[src/rtl/systolic_mac_array.sv]
// Output-stationary rows_p x cols_p systolic MAC array: skewed operand injection, in-place
// accumulation and row-wise drain. Define SYSTOLIC_MAC_SIGNED_EN for two's-complement operands.
module systolic_mac_array #(
   parameter int width_p     = 8,
   parameter int acc_width_p = 24,
   parameter int rows_p      = 4,
   parameter int cols_p      = 4,
   parameter int max_k_p     = 16
) (
   input  logic                            clk_i,
   input  logic                            reset_ni,
   input  logic                            en_i,
   input  logic                            flush_i,
   input  logic [$clog2(max_k_p+1)-1:0]    k_i,
   input  logic                            valid_i,
   output logic                            ready_o,
   input  logic [rows_p*width_p-1:0]       a_i,
   input  logic [cols_p*width_p-1:0]       b_i,
   output logic                            valid_o,
   input  logic                            yumi_i,
   output logic [cols_p*acc_width_p-1:0]   data_o,
   output logic [$clog2(rows_p)-1:0]       row_o,
   output logic                            busy_o,
   output logic                            idle_o
);
   // state  | meaning
   // IDLE   | waiting for the first beat of a job; accumulators are zero
   // LOAD   | accepting operand beats 2..k
   // FLUSH  | no new operands; rows_p+cols_p-1 cycles let the skewed wavefront finish
   // DRAIN  | presenting C one row per yumi_i; last row returns to IDLE and clears C

   localparam int kw_lp = $clog2(max_k_p+1);
   localparam int rw_lp = $clog2(rows_p);
   localparam int cw_lp = $clog2(max_k_p + rows_p + cols_p + 1);
   localparam logic [cw_lp-1:0] flush_cnt_lp = cw_lp'(rows_p + cols_p - 2);

   typedef enum logic [1:0] {S_IDLE, S_LOAD, S_FLUSH, S_DRAIN} state_e;

   state_e           state_q, state_d;
   logic [cw_lp-1:0] cnt_q, cnt_d;
   logic [rw_lp-1:0] row_q, row_d;
   logic [kw_lp-1:0] k_eff;
   logic             beat_ok;
   logic             acc_clr;

   logic [width_p-1:0]     a_w   [rows_p][cols_p];
   logic [width_p-1:0]     b_w   [rows_p][cols_p];
   logic [acc_width_p-1:0] acc_w [rows_p][cols_p];

   function automatic logic [acc_width_p-1:0] mac_prod(input logic [width_p-1:0] a,
                                                       input logic [width_p-1:0] b);
      logic [2*width_p-1:0] p;
`ifdef SYSTOLIC_MAC_SIGNED_EN
      p = $signed(a) * $signed(b);
      return acc_width_p'($signed(p));
`else
      p = a * b;
      return acc_width_p'(p);
`endif
   endfunction

   assign ready_o = en_i & ((state_q == S_IDLE) | (state_q == S_LOAD));
   assign beat_ok = ready_o & valid_i;
   assign valid_o = en_i & (state_q == S_DRAIN);
   assign busy_o  = (state_q != S_IDLE);
   assign idle_o  = (state_q == S_IDLE);
   assign row_o   = row_q;

   always_comb begin
      if (k_i == '0)                      k_eff = kw_lp'(1);
      else if (k_i > kw_lp'(max_k_p))     k_eff = kw_lp'(max_k_p);
      else                                k_eff = k_i;
   end

   // cnt_q: beats still to come in LOAD, remaining settle cycles in FLUSH
   always_comb begin
      state_d = state_q;
      cnt_d   = cnt_q;
      row_d   = row_q;
      acc_clr = 1'b0;
      case (state_q)
         S_IDLE: begin
            if (beat_ok) begin
               if (k_eff == kw_lp'(1)) begin
                  state_d = S_FLUSH;
                  cnt_d   = flush_cnt_lp;
               end else begin
                  state_d = S_LOAD;
                  cnt_d   = cw_lp'(k_eff) - cw_lp'(1);
               end
            end
         end
         S_LOAD: begin
            if (beat_ok) begin
               if (cnt_q == cw_lp'(1)) begin
                  state_d = S_FLUSH;
                  cnt_d   = flush_cnt_lp;
               end else begin
                  cnt_d = cnt_q - cw_lp'(1);
               end
            end
         end
         S_FLUSH: begin
            if (en_i) begin
               if (cnt_q == '0) begin
                  state_d = S_DRAIN;
                  row_d   = '0;
               end else begin
                  cnt_d = cnt_q - cw_lp'(1);
               end
            end
         end
         S_DRAIN: begin
            if (en_i && yumi_i) begin
               if (row_q == rw_lp'(rows_p-1)) begin
                  state_d = S_IDLE;
                  row_d   = '0;
                  acc_clr = 1'b1;
               end else begin
                  row_d = row_q + rw_lp'(1);
               end
            end
         end
         default: state_d = S_IDLE;
      endcase
      if (flush_i) begin
         state_d = S_IDLE;
         cnt_d   = '0;
         row_d   = '0;
         acc_clr = 1'b1;
      end
   end

   always_ff @(posedge clk_i or negedge reset_ni) begin
      if (!reset_ni) begin
         state_q <= S_IDLE;
         cnt_q   <= '0;
         row_q   <= '0;
      end else begin
         state_q <= state_d;
         cnt_q   <= cnt_d;
         row_q   <= row_d;
      end
   end

   genvar r, c;

   // Input skew: A row r delayed r cycles, B column c delayed c cycles; idle cycles inject zero
   for (r = 0; r < rows_p; r++) begin : g_askew
      logic [width_p-1:0] a_in;
      assign a_in = beat_ok ? a_i[r*width_p +: width_p] : '0;
      if (r == 0) begin : g_nodly
         assign a_w[r][0] = a_in;
      end else begin : g_dly
         logic [width_p-1:0] dly_q [r];
         always_ff @(posedge clk_i or negedge reset_ni) begin
            if (!reset_ni) begin
               for (int i = 0; i < r; i++) dly_q[i] <= '0;
            end else if (acc_clr) begin
               for (int i = 0; i < r; i++) dly_q[i] <= '0;
            end else if (en_i) begin
               dly_q[0] <= a_in;
               for (int i = 1; i < r; i++) dly_q[i] <= dly_q[i-1];
            end
         end
         assign a_w[r][0] = dly_q[r-1];
      end
   end

   for (c = 0; c < cols_p; c++) begin : g_bskew
      logic [width_p-1:0] b_in;
      assign b_in = beat_ok ? b_i[c*width_p +: width_p] : '0;
      if (c == 0) begin : g_nodly
         assign b_w[0][c] = b_in;
      end else begin : g_dly
         logic [width_p-1:0] dly_q [c];
         always_ff @(posedge clk_i or negedge reset_ni) begin
            if (!reset_ni) begin
               for (int i = 0; i < c; i++) dly_q[i] <= '0;
            end else if (acc_clr) begin
               for (int i = 0; i < c; i++) dly_q[i] <= '0;
            end else if (en_i) begin
               dly_q[0] <= b_in;
               for (int i = 1; i < c; i++) dly_q[i] <= dly_q[i-1];
            end
         end
         assign b_w[0][c] = dly_q[c-1];
      end
   end

   for (r = 0; r < rows_p; r++) begin : g_row
      for (c = 0; c < cols_p; c++) begin : g_col
         logic [acc_width_p-1:0] acc_q;
         always_ff @(posedge clk_i or negedge reset_ni) begin
            if (!reset_ni)   acc_q <= '0;
            else if (acc_clr) acc_q <= '0;
            else if (en_i)    acc_q <= acc_q + mac_prod(a_w[r][c], b_w[r][c]);
         end
         assign acc_w[r][c] = acc_q;

         if (c < cols_p-1) begin : g_fwd_a
            logic [width_p-1:0] a_q;
            always_ff @(posedge clk_i or negedge reset_ni) begin
               if (!reset_ni)    a_q <= '0;
               else if (acc_clr) a_q <= '0;
               else if (en_i)    a_q <= a_w[r][c];
            end
            assign a_w[r][c+1] = a_q;
         end

         if (r < rows_p-1) begin : g_fwd_b
            logic [width_p-1:0] b_q;
            always_ff @(posedge clk_i or negedge reset_ni) begin
               if (!reset_ni)    b_q <= '0;
               else if (acc_clr) b_q <= '0;
               else if (en_i)    b_q <= b_w[r][c];
            end
            assign b_w[r+1][c] = b_q;
         end
      end
   end

   always_comb begin
      data_o = '0;
      if (state_q == S_DRAIN) begin
         for (int i = 0; i < cols_p; i++) data_o[i*acc_width_p +: acc_width_p] = acc_w[row_q][i];
      end
   end

endmodule

[config.mk]
export PLATFORM = sky130hd
export DESIGN_NAME = systolic_mac_array
export DESIGN_NICKNAME = d
export VERILOG_FILES = /design/src/rtl/systolic_mac_array.sv
export SDC_FILE = /design/constraint.sdc
export NUM_CORES = 2
export LEC_CHECK = 0
export CAP_MARGIN = 0
export CORE_MARGIN = 5
export CORE_UTILIZATION = 45
export DETAILED_ROUTE_END_ITERATION = 10
export PLACE_DENSITY_LB_ADDON = 0.2
export SLEW_MARGIN = 25
export SYNTH_ARGS = -nofsm -noshare
export SYNTH_HDL_FRONTEND = slang
export SYNTH_SLANG_ARGS = --single-unit
[constraint.sdc]
create_clock -name clk_i -period 5.1 [get_ports clk_i]
set_input_delay 1.02 -clock clk_i [delete_from_list [all_inputs] [get_ports clk_i]]
set_output_delay 1.02 -clock clk_i [all_outputs]
set_load 0.1 [all_outputs]
==> results.tsv <==
stage	metric	value	unit
place	portBuffers	176	
place	detailed_place_hpwl	165000	um
logic_synthesis	syn-cell-area	0.0708	mm^2
power_and_ir_drop	ir_drop	257	uV
finish	final_area	0.0796	mm^2
sta	relSlewSlack	29.2	%
clock_network	clockRootBuffer	clkbuf_16	
logic_synthesis	syn_nets	8960	
detailed_routing	drt_pre_antenna_iters	6	
sta	max_freq	198	MHz
worst_setup_path	reg2reg_depth	21	
hold_path	worstHoldPathType	input port to async pin	
finish	final_net_count	9147	
worst_setup_path	worst-setup-path-type	register to register	
floorplanning	dieArea	0.165	mm^2
finish	drive_gt1_share	10.5	%
sta	finalMaxSlewViolations	0	
worst_setup_path	crit_path_start_kind	register	
detailed_routing	dr_total_vias	53800	
sta	setup_violations	0	
clock_network	clkLatencyLatePin	720	ps
logic_synthesis	syn_inst	7419	
power_and_ir_drop	p_leak	40.4	nW
clock_network	htreeDepth	3	
logic_synthesis	yosysSeqAreaShare	24.1	%
floorplanning	rows	145	
global_route	grtUsageTotal	25.7	%
logic_synthesis	avgSynthCellArea	9.54	um^2
detailed_routing	drtIter0Drc	3430	
place	place.gp.congestion	0.926	
sta	worst_pin_slew	1060	ps
place	dpl_cell_area	0.0763	mm^2
finish	fillCellCount	14300	
finish	area_growth	12.5	%
floorplanning	ios	177	
sta	fin_tns_setup	0	ps
worst_setup_path	r2r-end	g_row[0].g_col[0].acc_q[20]	
worst_setup_path	regToRegSetupSlack	50	ps
sta	rsz0062_at_grt	yes	
worst_setup_path	crit_path_end_kind	register	
floorplanning	coreArea	0.156	mm^2
detailed_routing	drc	0	
sta	whs	325	ps
detailed_routing	wl	210000	um
logic_synthesis	synth_edf_count	0	
worst_setup_path	worst_path_max_delay_cell	fa_1	
sta	fin_skew	44.3	ps
floorplanning	start_util	45.3	%
job	maxCapViolations	0	
detailed_routing	vias_per_cell	5.52	
floorplanning	die_y	407	um
worst_setup_path	critPathMaxFanout	7	
sta	final.period_utilization	99.1	%
detailed_routing	wl_per_cell	21.6	um
worst_setup_path	slowest_delay	540	ps
worst_setup_path	path_cells	inv_2 > ha_4 > o21a_4 > and2_4 > buf_6 > buf_6 > and3_4 > fa_2 > fa_1 > fa_1 > inv_1 > fa_1 > inv_2 > ha_4 > o211ai_1 > nand2_1 > o211ai_1 > a21oi_2 > o221ai_4 > a2111o_1 > o21ai_1	
sta	period_minus_slack	5050	ps
worst_setup_path	cp_common_cell	fa_1	
floorplanning	die_w	407	um
global_route	grt_pass1_wl	331000	um
global_route	overflow	0	
global_route	grt_pass1_vias	56300	
clock_network	cts-buffers-inserted	88	
logic_synthesis	ys.flop_type	dfrtp_1	
worst_setup_path	required	5720	ps
global_route	grt_start_max_net_pins	107	
status	run_status	finished, final reports clean	
worst_setup_path	cp_data_arrival_time	5670	ps
worst_setup_path	r2r_start	state_q[0]	
sta	finalHoldViolCount	0	
finish	multi_input_area	0.0477	mm^2
logic_synthesis	synth_seq_cells	681	
clock_network	clkSinkCount	681	
clock_network	path_clk_slew	60	ps
global_route	grt_antenna_before_repair	8	
power_and_ir_drop	p_per_area	185	mW/mm^2
logic_synthesis	synthArstFlopShare	100	%
clock_network	cts_buffer_depth	3	
logic_synthesis	yosysWarnings	0	
logic_synthesis	synthDistinctLibCells	94	
clock_network	cts_tree	yes	
detailed_routing	ant_nets	0	
finish	seqCellArea	0.0171	mm^2
## critical path: cells and delay by family (launching register included)
kind            cells  cell delay (ps)
simple gates        3              430
flops               1              410
fa+ha+maj           6             2290
compound gates      7             1440
buf+inv             5              430
## layout make-up
| cell class | count | area share [%] |
|---|---|---|
| diodes | 6 | 0.0189 |
| flip-flops and latches | 681 | 21.5 |
| inverters | 1301 | 6.13 |
| repair buffers | 503 | 5.44 |
| clock buffers | 115 | 3.12 |
| multi-input cells | 5031 | 59.9 |
| well taps | 2058 | 3.23 |
| clock inverters | 43 | 0.699 |
## Yosys cell counts, types with 35 or more instances
| master | n | area [um^2] |
|---|---|---|
| a21o_1 | 107 | 803 |
| a21oi_1 | 209 | 1050 |
| a22o_1 | 316 | 2770 |
| a31oi_1 | 35 | 219 |
| and2_1 | 542 | 3390 |
| and3_1 | 73 | 457 |
| buf_2 | 40 | 200 |
| clkbuf_1 | 336 | 1260 |
| dfrtp_1 | 681 | 17000 |
| fa_1 | 800 | 16000 |
| ha_1 | 666 | 8330 |
| inv_1 | 1300 | 4880 |
| mux4_2 | 96 | 2160 |
| nand2_1 | 860 | 3230 |
| nand3_1 | 70 | 350 |
| nor2_1 | 169 | 634 |
| o21a_1 | 47 | 353 |
| o21ai_0 | 292 | 1460 |
| o22ai_1 | 59 | 369 |
| xnor2_1 | 94 | 823 |
| xor2_1 | 129 | 1130 |
## worst max path at each step
stage / end / from / slack [ps] / cells past startpoint
finish: g_row[0].g_col[0].acc_q[20] / state_q[0] / 50 / 21
global route: g_row[0].g_col[0].acc_q[20] / state_q[0] / -150 / 20
CTS: g_row[0].g_col[0].acc_q[20] / state_q[0] / -8 / 19
detailed placement: g_row[0].g_col[0].acc_q[20] / en_i / -840 / 19
global placement: g_row[0].g_col[0].acc_q[20] / en_i / -820 / 19
floorplan: g_row[0].g_col[0].acc_q[20] / en_i / -420 / 20
## power breakdown
group / leakage (nW) / switching (mW) / total [mW] / internal (mW)
registers: 9.39 / 0.248 / 5.77 / 5.53
logic: 29.6 / 1.38 / 2.29 / 0.910
clock network: 1.48 / 2.71 / 6.67 / 3.96
## layer usage
layer  vias up  part of all wire (%)  global-route usage [%]
li1      24600                     -                       -
met1     27500                    42                    33.8
met2      1360                    48                    43.6
met3       344                   4.8                    3.24
met4         2                   4.3                    9.80
met5         -                0.0062                       0
## cells in the final DEF, fill, tap and decap left out, types with 14 or more instances in the layout
| master | netlist | final |
|---|---|---|
| nand3_1 | 70 | 65 |
| nand2b_1 | 22 | 22 |
| fa_1 | 800 | 795 |
| mux4_2 | 96 | 96 |
| a211oi_1 | 29 | 28 |
| a21oi_1 | 209 | 206 |
| o21ai_0 | 292 | 285 |
| nand2_1 | 860 | 860 |
| ha_1 | 666 | 655 |
| inv_1 | 1300 | 1295 |
| clkbuf_16 | 0 | 90 |
| and3_1 | 73 | 71 |
| a22o_1 | 316 | 316 |
| nor2b_1 | 14 | 14 |
| and2_1 | 542 | 541 |
| a31oi_1 | 35 | 32 |
| xor2_1 | 129 | 129 |
| xnor2_1 | 94 | 94 |
| nand4_1 | 22 | 22 |
| nor2_1 | 169 | 167 |
| buf_12 | 0 | 23 |
| nor3_1 | 31 | 30 |
| buf_4 | 0 | 377 |
| o21a_1 | 47 | 46 |
| o211ai_1 | 32 | 32 |
| or3_1 | 20 | 20 |
| a21o_1 | 107 | 107 |
| clkdlybuf4s50_1 | 0 | 97 |
| dfrtp_2 | 0 | 55 |
| o22ai_1 | 59 | 59 |
| clkbuf_8 | 0 | 14 |
| o31ai_1 | 24 | 22 |
| dfrtp_1 | 681 | 624 |
| o21bai_1 | 17 | 16 |
| mux2i_1 | 16 | 16 |
| clkinv_2 | 0 | 14 |
## cells by family after synthesis
| family | synth area share (%) |
|---|---|
| adders and majority gates | 34.4 |
| muxes | 3.30 |
| buffers and inverters | 9.13 |
| and+or+nand+nor | 13.2 |
| AOI/OAI and AO/OA | 13.2 |
| DFF | 24.1 |
| xor gates and xnor gates | 2.76 |
## state kept, by name, summed over array words and instances, names as in the netlist
name	count
g_row.g_col.g_fwd_a.a_q	96
g_bskew.g_dly.dly_q	32
state_q	2
g_row.g_col.g_fwd_b.b_q	96
b_w	16
row_o	2
a_w	16
g_askew.g_dly.dly_q	32
cnt_q	5
g_row.g_col.acc_q	384
## stage by stage
stage / power [mW] / worst slack (ps) / cells / utilization [%]
after floorplan: 7.12 / -424 / 7419 / -
after global routing: 15.3 / -151 / 9732 / 50.9
after detailed placement: 8.09 / -843 / 9564 / 48.8
after global placement: 8.09 / -825 / 9564 / 48.8
after CTS: 14.9 / -8.17 / 9728 / 50.7
final: 14.7 / 47.4 / 9738 / 50.9
## timing repair
action,in CTS,in global routing
gates cloned,2,0
pin swaps,9,15
hold buffers,0,0
resized for setup,11,87
buffers inserted,4,4
endpoints found under the setup margin,8,64
(Power assumes the default switching activity.)
